## src/rtl/config_frame_sequencer_pkg.sv

```systemverilog
// Shared constants for the configuration frame sequencer: header layout,
// opcodes, FSM states and error causes.
package config_frame_sequencer_pkg;

    localparam logic [3:0] OP_NOP   = 4'h0;
    localparam logic [3:0] OP_WRITE = 4'h1;
    localparam logic [3:0] OP_END   = 4'hF;

    // Header word field LSB positions
    localparam int OPC_LSB   = 28;
    localparam int COL_LSB   = 16;
    localparam int START_LSB = 8;
    localparam int CNT_LSB   = 0;

    typedef enum logic [2:0] {
        S_HEADER,
        S_DATA_WAIT,
        S_SETUP,
        S_STROBE,
        S_HOLD,
        S_DONE,
        S_ERROR
    } state_t;

    localparam logic [1:0] ERR_SRC_END  = 2'd0;
    localparam logic [1:0] ERR_OPCODE   = 2'd1;
    localparam logic [1:0] ERR_RANGE    = 2'd2;
    localparam logic [1:0] ERR_OVERFLOW = 2'd3;

endpackage

```

## src/rtl/config_skid_buffer.sv

```systemverilog
// One-entry 32-bit holding register. A push wins over a pop, so a
// simultaneous pop/push replaces the entry and leaves it full.
module config_skid_buffer (
    input  logic        clk,
    input  logic        reset,
    input  logic        push,
    input  logic        pop,
    input  logic [31:0] din,
    output logic [31:0] dout,
    output logic        full
);

    always_ff @(posedge clk or posedge reset) begin
        if (reset) begin
            dout <= '0;
            full <= 1'b0;
        end else if (push) begin
            dout <= din;
            full <= 1'b1;
        end else if (pop) begin
            full <= 1'b0;
        end
    end

endmodule

```

## src/rtl/config_frame_sequencer.sv

```systemverilog
// Turns a stream of configuration words into column-select / frame-strobe
// writes: SETUP -> STROBE -> HOLD per data word, with a one-word skid buffer.
module config_frame_sequencer
    import config_frame_sequencer_pkg::*;
#(
    parameter int NUM_COLUMNS    = 16,
    parameter int FRAMES_PER_COL = 20
) (
    input  logic                      clk,
    input  logic                      reset,
    input  logic                      word_valid,
    input  logic [31:0]               word_in,
    input  logic                      src_finished,
    output logic [NUM_COLUMNS-1:0]    col_select,
    output logic [FRAMES_PER_COL-1:0] frame_strobe,
    output logic [31:0]               frame_data,
    output logic                      busy,
    output logic                      done,
    output logic                      error,
    output logic [1:0]                err_code
);

    state_t      state, state_d;
    logic [1:0]  err_q, err_d;
    logic [7:0]  col_q, remaining;
    logic [4:0]  frame_idx;
    logic        skid_full, skid_push, skid_pop;
    logic [31:0] skid_q, cur_word;
    logic        cur_vld, hdr_ld, dat_ld, step, hdr_ok;
    logic [3:0]  opcode;

    config_skid_buffer u_skid (
        .clk  (clk),
        .reset(reset),
        .push (skid_push),
        .pop  (skid_pop),
        .din  (word_in),
        .dout (skid_q),
        .full (skid_full)
    );

    // A buffered word is always older than the incoming one, so it goes first
    assign cur_word = skid_full ? skid_q : word_in;
    assign cur_vld  = skid_full | word_valid;
    assign opcode   = cur_word[OPC_LSB +: 4];

    // 9-bit compares so start+count cannot wrap into range
    assign hdr_ok = ({1'b0, cur_word[COL_LSB +: 8]} < 9'(NUM_COLUMNS))
                 && (cur_word[CNT_LSB +: 8] != 8'd0)
                 && (({4'd0, cur_word[START_LSB +: 5]} + {1'b0, cur_word[CNT_LSB +: 8]})
                     <= 9'(FRAMES_PER_COL));

    always_comb begin
        state_d   = state;
        err_d     = err_q;
        hdr_ld    = 1'b0;
        dat_ld    = 1'b0;
        step      = 1'b0;
        skid_push = 1'b0;
        skid_pop  = 1'b0;
        case (state)
            S_HEADER: begin
                if (cur_vld) begin
                    skid_pop  = skid_full;
                    skid_push = skid_full & word_valid;
                    case (opcode)
                        OP_NOP: ;
                        OP_END: state_d = S_DONE;
                        OP_WRITE: begin
                            if (hdr_ok) begin
                                state_d = S_DATA_WAIT;
                                hdr_ld  = 1'b1;
                            end else begin
                                state_d = S_ERROR;
                                err_d   = ERR_RANGE;
                            end
                        end
                        default: begin
                            state_d = S_ERROR;
                            err_d   = ERR_OPCODE;
                        end
                    endcase
                end else if (src_finished) begin
                    state_d = S_DONE;
                end
            end
            S_DATA_WAIT: begin
                if (src_finished) begin
                    state_d = S_ERROR;
                    err_d   = ERR_SRC_END;
                end else if (cur_vld) begin
                    skid_pop  = skid_full;
                    skid_push = skid_full & word_valid;
                    dat_ld    = 1'b1;
                    state_d   = S_SETUP;
                end
            end
            S_SETUP, S_STROBE: begin
                state_d = (state == S_SETUP) ? S_STROBE : S_HOLD;
                if (state == S_STROBE && src_finished && remaining > 8'd1) begin
                    state_d = S_ERROR;
                    err_d   = ERR_SRC_END;
                end
                if (word_valid) begin
                    if (skid_full) begin
                        state_d = S_ERROR;
                        err_d   = ERR_OVERFLOW;
                    end else begin
                        skid_push = 1'b1;
                    end
                end
            end
            S_HOLD: begin
                step = 1'b1;
                if (remaining == 8'd1) begin
                    state_d = S_HEADER;
                end else if (src_finished) begin
                    state_d = S_ERROR;
                    err_d   = ERR_SRC_END;
                end else if (skid_full) begin
                    state_d  = S_SETUP;
                    dat_ld   = 1'b1;
                    skid_pop = 1'b1;
                end else begin
                    state_d = S_DATA_WAIT;
                end
                // A word landing while the buffer drains simply refills it
                if (word_valid) begin
                    if (skid_full && !skid_pop) begin
                        state_d = S_ERROR;
                        err_d   = ERR_OVERFLOW;
                    end else begin
                        skid_push = 1'b1;
                    end
                end
            end
            default: ;
        endcase
    end

    always_ff @(posedge clk or posedge reset) begin
        if (reset) begin
            state      <= S_HEADER;
            err_q      <= ERR_SRC_END;
            col_q      <= '0;
            frame_idx  <= '0;
            remaining  <= '0;
            frame_data <= '0;
            col_select <= '0;
        end else begin
            state <= state_d;
            err_q <= err_d;
            if (hdr_ld) begin
                col_q     <= cur_word[COL_LSB +: 8];
                frame_idx <= cur_word[START_LSB +: 5];
                remaining <= cur_word[CNT_LSB +: 8];
            end
            if (step) begin
                remaining <= remaining - 8'd1;
                frame_idx <= frame_idx + 5'd1;
            end
            if (dat_ld) begin
                frame_data <= cur_word;
                col_select <= NUM_COLUMNS'(1) << col_q;
            end
            if (state_d == S_HEADER || state_d == S_DONE || state_d == S_ERROR)
                col_select <= '0;
        end
    end

    assign frame_strobe = (state == S_STROBE) ? (FRAMES_PER_COL'(1) << frame_idx) : '0;
    assign busy     = (state == S_DATA_WAIT) || (state == S_SETUP)
                   || (state == S_STROBE)    || (state == S_HOLD);
    assign done     = (state == S_DONE);
    assign error    = (state == S_ERROR);
    assign err_code = error ? err_q : ERR_SRC_END;

endmodule
```

## config.mk

```make
export PLATFORM = sky130hd
export DESIGN_NAME = config_frame_sequencer
export DESIGN_NICKNAME = d
export VERILOG_FILES = /design/src/rtl/config_frame_sequencer_pkg.sv /design/src/rtl/config_skid_buffer.sv /design/src/rtl/config_frame_sequencer.sv
export SDC_FILE = /design/constraint.sdc
export NUM_CORES = 1
export LEC_CHECK = 0
export BUFFER_PORTS_ARGS = -buffer_cell sky130_fd_sc_hd__buf_2
export CORE_MARGIN = 1
export CORE_UTILIZATION = 30
export CTS_CLUSTER_SIZE = 20
export DETAILED_ROUTE_END_ITERATION = 8
export GPL_ROUTABILITY_DRIVEN = 0
export SETUP_SLACK_MARGIN = 0.05
export SYNTH_ARGS = -nofsm -noshare
export SYNTH_HDL_FRONTEND = slang
export SYNTH_SLANG_ARGS = --single-unit
```

## constraint.sdc

```tcl
create_clock -name clk -period 4.5 [get_ports clk]
set_clock_uncertainty 0.1 [all_clocks]
set_input_delay 0.225 -clock clk [delete_from_list [all_inputs] [get_ports clk]]
set_output_delay 0.225 -clock clk [all_outputs]
set_load 0.01 [all_outputs]
```

== Word-level counts from Yosys, hierarchy flattened ==
Index checks and enable logic that the tools add are counted.

* Add/subtract/negate cells: 3
* Order comparisons: 3
* Equal/unequal tests: 14
* Shift-type cells: 2
* Muxes and demuxes: 60
* Bitwise operators: 2
* Reductions and logical operators: 22

{| class="wikitable"
|+ Operator list
! cell !! count
|-
| 3-bit two-way mux || 13
|-
| 16-bit two-way mux || 2
|-
| 32-bit two-way mux || 1
|-
| 2-bit two-way mux || 11
|-
| 1-bit two-way mux || 21
|-
| 20-bit two-way mux || 1
|-
| 1-bit by 5-bit << shifter with 20-bit output, first input constant || 1
|-
| 8-bit two-way mux || 2
|-
| 1-bit by 8-bit << shifter with 16-bit output, first input constant || 1
|-
| 3-bit == test, second input constant || 5
|-
| 3-bit case mux with 4 select lines || 1
|-
| 5-bit two-way mux || 2
|-
| 5-bit by 8-bit adder with 9-bit output || 1
|-
| 9-bit by 5-bit less-or-equal comparator with 1-bit output, second input constant || 1
|-
| 3-bit case mux with 3 select lines || 1
|-
| 8-bit by 1-bit == test with 1-bit output, second input constant || 1
|-
| 8-bit by 1-bit > comparator with 1-bit output, second input constant || 1
|-
| 8-bit by 5-bit less-than comparator with 1-bit output, second input constant || 1
|-
| 2-bit case mux with 4 select lines || 1
|-
| 8-bit nonzero test || 1
|-
| 8-bit by 1-bit subtractor with 8-bit output, second input constant || 1
|-
| 3-bit by 2-bit == test with 1-bit output, second input constant || 2
|-
| 3-bit zero test || 2
|-
| 2-bit nonzero test || 3
|-
| 19 further kinds || 29
|}

* Register bits: 107
* Input bits: 36
* Output and inout port bits: 73
* Word-level logic and storage cells: 115

== Depth between registers and ports, before layout ==
* Word-level depth: 13
* Depth in mapped cells: 18
* Gate-level depth less buffers: 12

== Modules after synthesis ==
A second synthesis with hierarchy kept.

* Cells, all modules: 594
* Area total of the unflattened synthesis: 6,048.3 µm²

{| class="wikitable"
|+ Modules (own cells, without submodules)
! module !! instances !! cells each !! area each (µm²) !! seq. area each (µm²)
|-
| config_frame_sequencer || 1 || 522 || 4,667.0 || 1,851.8
|-
| config_skid_buffer || 1 || 72 || 1,381.3 || 825.8
|}

== Least setup slack after synthesis ==
No wires, ideal clock.

* Path kind: reg-to-reg
* From: register u_skid.full
* To: register col_select[10]
* Library setup time: 0.123 ns
* Arrival time: 4.375 ns
* Data required time: 4.277 ns
* Slack: -0.097 ns
* Stages on the path, launching flop included: 19
* Buffers on the path: 6
* Period minus slack after synthesis: 4.597 ns
* Path through: dfrtp_1 buf_6 buf_2 clkbuf_1 buf_1 buf_2 mux2i_1 inv_1 ha_1 fa_1 a21oi_1 or4b_1 nand2_1 o211ai_2 or3_4 a211oi_2 a41o_4 buf_12 nor3_2

* Elaborated cells on any way between the ends: 40
* Those cells by class: add/sub: 1; order compare: 2; eq/ne: 4; mux: 22; bitwise: 1; reduce/logical: 10

{| class="wikitable"
|+ RTL lines
! item !! line !! RTL
|-
| start: declaration || config_skid_buffer.sv:10 || <nowiki>output logic full</nowiki>
|-
| start signal: assignment || config_skid_buffer.sv:16 || <nowiki>full <= 1'b0;</nowiki>
|-
| start signal: assignment || config_skid_buffer.sv:19 || <nowiki>full <= 1'b1;</nowiki>
|-
| start signal: assignment || config_skid_buffer.sv:21 || <nowiki>full <= 1'b0;</nowiki>
|-
| 32-bit two-way mux * || config_frame_sequencer.sv:43 || <nowiki>assign cur_word = skid_full ? skid_q : word_in;</nowiki>
|-
| via cur_word[8] || config_frame_sequencer.sv:28 || <nowiki>logic [31:0] skid_q, cur_word;</nowiki>
|-
| 5-bit by 8-bit adder with 9-bit output * || config_frame_sequencer.sv:50 || <nowiki>&& (({4'd0, cur_word[START_LSB +: 5]} + {1'b0, cur_word[CNT_LSB +: 8]})</nowiki>
|-
| 9-bit by 5-bit less-or-equal comparator with 1-bit output * || config_frame_sequencer.sv:51 || <nowiki><= 9'(FRAMES_PER_COL));</nowiki>
|-
| 1-bit logical AND * || config_frame_sequencer.sv:50 ||
|-
| 3-bit two-way mux * || config_frame_sequencer.sv:70 || <nowiki>if (hdr_ok) begin</nowiki>
|-
| 3-bit case mux with 3 select lines * || config_frame_sequencer.sv:66 || <nowiki>case (opcode)</nowiki>
|-
| 3-bit two-way mux * || config_frame_sequencer.sv:63 || <nowiki>if (cur_vld) begin</nowiki>
|-
| 3-bit case mux with 4 select lines * || config_frame_sequencer.sv:61 || <nowiki>case (state)</nowiki>
|-
| 3-bit == test / 3-bit zero test (equally long branches) || config_frame_sequencer.sv:166 || <nowiki>if (state_d == S_HEADER || state_d == S_DONE || state_d == S_ERROR)</nowiki>
|-
| 1-bit logical OR || config_frame_sequencer.sv:166 ||
|-
| 1-bit logical OR * || config_frame_sequencer.sv:166 ||
|-
| 16-bit two-way mux / 2-bit nonzero test (equally long branches) || - ||
|-
| end signal: assignment || config_frame_sequencer.sv:164 || <nowiki>col_select <= NUM_COLUMNS'(1) << col_q;</nowiki>
|-
| end: declaration || config_frame_sequencer.sv:14 || <nowiki>output logic [NUM_COLUMNS-1:0] col_select,</nowiki>
|}

Mark *: on every way through the listed nets, which the timed path passes. The rest lies on a longest branch. The select of a mux whose other input is x is not followed.
A chain may end at the register's enable or synchronous reset.

== Final worst setup path ==
* From: register u_skid.full
* To: register remaining[3]

* Longest elaborated chain between the ends: 9
* Elaborated cells on any way between the ends: 16
* Those cells by class: add/sub: 1; order compare: 2; eq/ne: 1; mux: 7; bitwise: 1; reduce/logical: 4

{| class="wikitable"
|+ RTL lines
! item !! line !! RTL
|-
| 32-bit two-way mux * || config_frame_sequencer.sv:43 ||
|-
| via cur_word[0] || config_frame_sequencer.sv:28 ||
|-
| 5-bit by 8-bit adder with 9-bit output / 8-bit nonzero test (equally long branches) || config_frame_sequencer.sv:50, config_frame_sequencer.sv:49 ||
|-
| 9-bit by 5-bit less-or-equal comparator with 1-bit output / 1-bit logical AND (equally long branches) || config_frame_sequencer.sv:51, config_frame_sequencer.sv:49 ||
|-
| 1-bit logical AND * || config_frame_sequencer.sv:50 ||
|-
| 1-bit two-way mux * || config_frame_sequencer.sv:70 ||
|-
| 1-bit two-way mux * || config_frame_sequencer.sv:66 ||
|-
| 1-bit two-way mux * || config_frame_sequencer.sv:63 ||
|-
| 1-bit two-way mux * || config_frame_sequencer.sv:61 ||
|-
| 2-bit nonzero test (no source line) * || - ||
|-
| end signal: assignment || config_frame_sequencer.sv:156 || <nowiki>remaining <= cur_word[CNT_LSB +: 8];</nowiki>
|-
| end signal: assignment || config_frame_sequencer.sv:159 || <nowiki>remaining <= remaining - 8'd1;</nowiki>
|-
| end: declaration || config_frame_sequencer.sv:25 || <nowiki>logic [7:0] col_q, remaining;</nowiki>
|}

Marks and branches as above.

==> impl_results.md <==
- Worst-Skew Late Latency: 350 ps
- CTS tree: built
- Relative slew slack: 29.4%
- Worst r2r path cells: 12
- Min-Delay Path Class: in2async
- Max VDD drop: 304 uV
- First-pass DRT Iterations: 4
- Max_cap viols: 0
- Synth area leader: dfrtp_1
- Fraction of layout cells with a size suffix above 1: 29.2%
- Start-to-end type of the worst setup path: reg2reg
- Die Y: 141 um
- Finish-stage setup viols: 0
- CP Buf/Inv Count: 1
- Layout area overhead: 17.6%
- Clock sinks: 107
- Post-synthesis cell count: 588
- Startpoint Class: register
- Final WL: 14400 um
- Final period utilization: 88.1%
- First-pass GRT wire length: 23700 um
- Avg Synthesized Cell Area: 9.80 um2
- # rows: 50
- Crit. End Element: register
- Main area contributors after synthesis: dfrtp_1 46%, mux2_2 7.8%, a21oi_1 5.0%
- Status: finished clean
- Slowest cell on crit path: dfrtp_2
- Initial antenna violation count: 1
- Syn Std Cell Area: 0.00576 mm2
- Net Count, Synth: 638
- Max Slew Vio Count: 0
- Clock Pin Slew Worst Setup and Hold Paths: 70 ps
- Fill cells: 1939
- Worst-path cell chain: mux2i_1 > inv_1 > ha_1 > fa_1 > a21oi_1 > or4b_1 > nand2_1 > o211ai_2 > or3_4 > nand2_2 > o21ai_1 > a221o_1
- Die Width: 141 um
- Synth Register Bits: 107
- CTS Buffer Depth: 2
- GRT Util Overall: 15.1%
- Tmin final: 3970 ps
- Number of antenna diodes: 0
- Residual DRC: 0
- Number of CTS-inserted buffers: 9
- Core box area: 0.0188 mm2
- Most common flop cell mapped by yosys: dfrtp_1
- Fmax: 0.252 GHz
- Half-perimeter wire length after placement: 10100 um
- Sequential cell area fraction in the yosys report: 46.5%
- Post-synth EDFFs: 0
- Via-to-Cell Ratio: 4.98
- Syn. warnings: 0
- Setup bufs post-CTS: 0
- Leak pwr: 3.19 nW
- Crit-path max FO: 14
- DRT iter0 DRCs: 268
- Die ar.: 0.0198 mm2
- Port bufs: 108
- Num ports: 109
- Crit path largest cell delay: 550 ps
- Worst path depth: 12
- RSZ-0062 raised after global routing: no
- DP Area: 0.00649 mm2
- Worst EP arrival: 4110 ps
- Final Cell Area: 0.00678 mm2
- FFs w/ async S/R, synth: 100%
- Largest net degree at the start of global routing: 82
- Cell Pwr Density: 607 mW/mm2
- H-Tree Depth: 3
- Setup_tns: 0 ps
- Layout net count: 730
- Unique masters post-synth: 69
- Vias in the first global route: 4509
- Clock root cell: clkbuf_16
- Fin util: 36.1%
- Antenna viol nets, final: 0
- Vias: 4578
- Final Hold Vio Count: 0
- CP Data Required Time: 4640 ps
- Area share of the largest cell type after synthesis: 46.5%
- Cell family with most CP delay: simple AND/OR/NAND/NOR gates
- Worst slew pin tran: 1060 ps
- DR WL/cell: 15.6 um
- Initial Util: 30.7%
- GRT overflow: 0
==> routing by layer <==
| layer | vias up | part of all wire [%] | global-route usage (%) |
|---|---|---|---|
| li1 | 2284 | - | - |
| met1 | 2187 | 49 | 20.9 |
| met2 | 89 | 45 | 22.7 |
| met3 | 16 | 4.6 | 3.63 |
| met4 | 2 | 1.4 | 6.12 |
| met5 | - | 0.056 | 0 |
==> kinds of logic (layout without fill, tap and decap cells) <==
family	after synthesis	in the layout	synth area share, %
xor gates and xnor gates	1	1	0.152
muxes	65	65	12.3
buffers and inverters	55	152	4.26
DFF	107	107	46.5
adders and majority gates	14	14	3.17
and+or+nand+nor	230	230	20.4
AOI/OAI and AO/OA	116	116	13.3
==> layout by cell type, fill, tap and decap left out, types with 3 or more instances in the layout <==
| cell type | netlist | final |
|---|---|---|
| a211oi_1 | 3 | 3 |
| a21oi_1 | 57 | 57 |
| a221o_1 | 6 | 6 |
| a31oi_1 | 3 | 3 |
| and2_1 | 8 | 7 |
| and3_1 | 9 | 9 |
| buf_2 | 2 | 108 |
| buf_4 | 1 | 7 |
| clkbuf_16 | 0 | 9 |
| clkinvlp_4 | 0 | 3 |
| dfrtp_1 | 107 | 106 |
| ha_1 | 13 | 13 |
| inv_1 | 20 | 19 |
| mux2_2 | 40 | 40 |
| mux2i_1 | 23 | 23 |
| nand2_1 | 56 | 56 |
| nand2b_1 | 5 | 5 |
| nand3_1 | 9 | 9 |
| nand3b_1 | 3 | 3 |
| nor2_1 | 62 | 62 |
| nor2b_1 | 6 | 6 |
| nor3_1 | 32 | 31 |
| nor3_2 | 11 | 12 |
| nor3b_1 | 4 | 4 |
| nor4_1 | 10 | 10 |
| o21ai_0 | 11 | 11 |
| o21ai_1 | 5 | 5 |
==> flip-flops by register name, summed over array words and instances, names as in the netlist <==
register and cells:
frame_data 32, u_skid.dout 32, col_select 16, col_q 8, remaining 8, frame_idx 5
state 3, err_q 2, u_skid.full 1
==> timing repair <==
item / 4_1_cts / 5_1_grt
resized for setup: 0 / 0
hold endpoints to repair: 1 / 0
hold buffers: 1 / 0
==> worst paths after layout <==
| kind | from | end | slack [ps] |
|---|---|---|---|
| setup reg to reg | u_skid.full | remaining[3] | 530 |
| hold / removal | reset | frame_data[27] | 20 |
| min in group clk | word_in[10] | u_skid.dout[10] | 20 |
| hold reg to reg | frame_data[12] | frame_data[12] | 380 |
| setup / recovery | u_skid.full | remaining[3] | 530 |
| max in group asynchronous | reset | u_skid.full | 3290 |
==> through the flow <==
| step | setup slack [ps] | cells | hold slack [ps] | power [mW] |
|---|---|---|---|---|
| after floorplan | 57.9 | 588 | 277 | 2.86 |
| after global placement | 679 | 902 | 358 | 3.36 |
| after detailed placement | 546 | 902 | 365 | 3.38 |
| after CTS | 537 | 919 | 2.84 | 4.16 |
| after global routing | 245 | 919 | 10.3 | 4.46 |
| final | 533 | 919 | 16.2 | 4.11 |
==> cell usage after synthesis (all sizes together) (2+ instances only) <==
library cell	number
a22o	2
inv	20
a21oi	58
o32ai	2
mux2i	24
a221oi	2
a221o	6
or3	4
nor4	11
nor2b	6
nand3b	3
o221a	2
a31oi	3
a211oi	4
mux2	41
a211o	2
nor3b	4
o21a	2
nor3	43
nand4	2
nand2b	5
ha	13
o211ai	3
nand3	9
nor2	62
buf	10
o21ai	17
and3	9
and2	8
o2bb2ai	2
nand2	57
or4b	2
dfrtp	107
clkbuf	25
==> layout make-up <==
type | count | area, um2 | share of cell area, %
clock buffers | 9 | 225 | 3.32
repair buffers | 116 | 603 | 8.90
clock inverters | 7 | 52.6 | 0.775
inverters | 20 | 77.6 | 1.14
flip-flops and latches | 107 | 2680 | 39.5
multi-input cells | 426 | 2850 | 42.0
well taps | 234 | 293 | 4.32
==> power breakdown <==
group / switching [mW] / internal, mW / total [mW]
Sequential: 0.282 / 1.32 / 1.60
Clock: 0.380 / 0.380 / 0.760
Combinational: 0.967 / 0.783 / 1.75
Total: 1.63 / 2.48 / 4.11
Note: power is estimated with default switching activity, not from simulation.
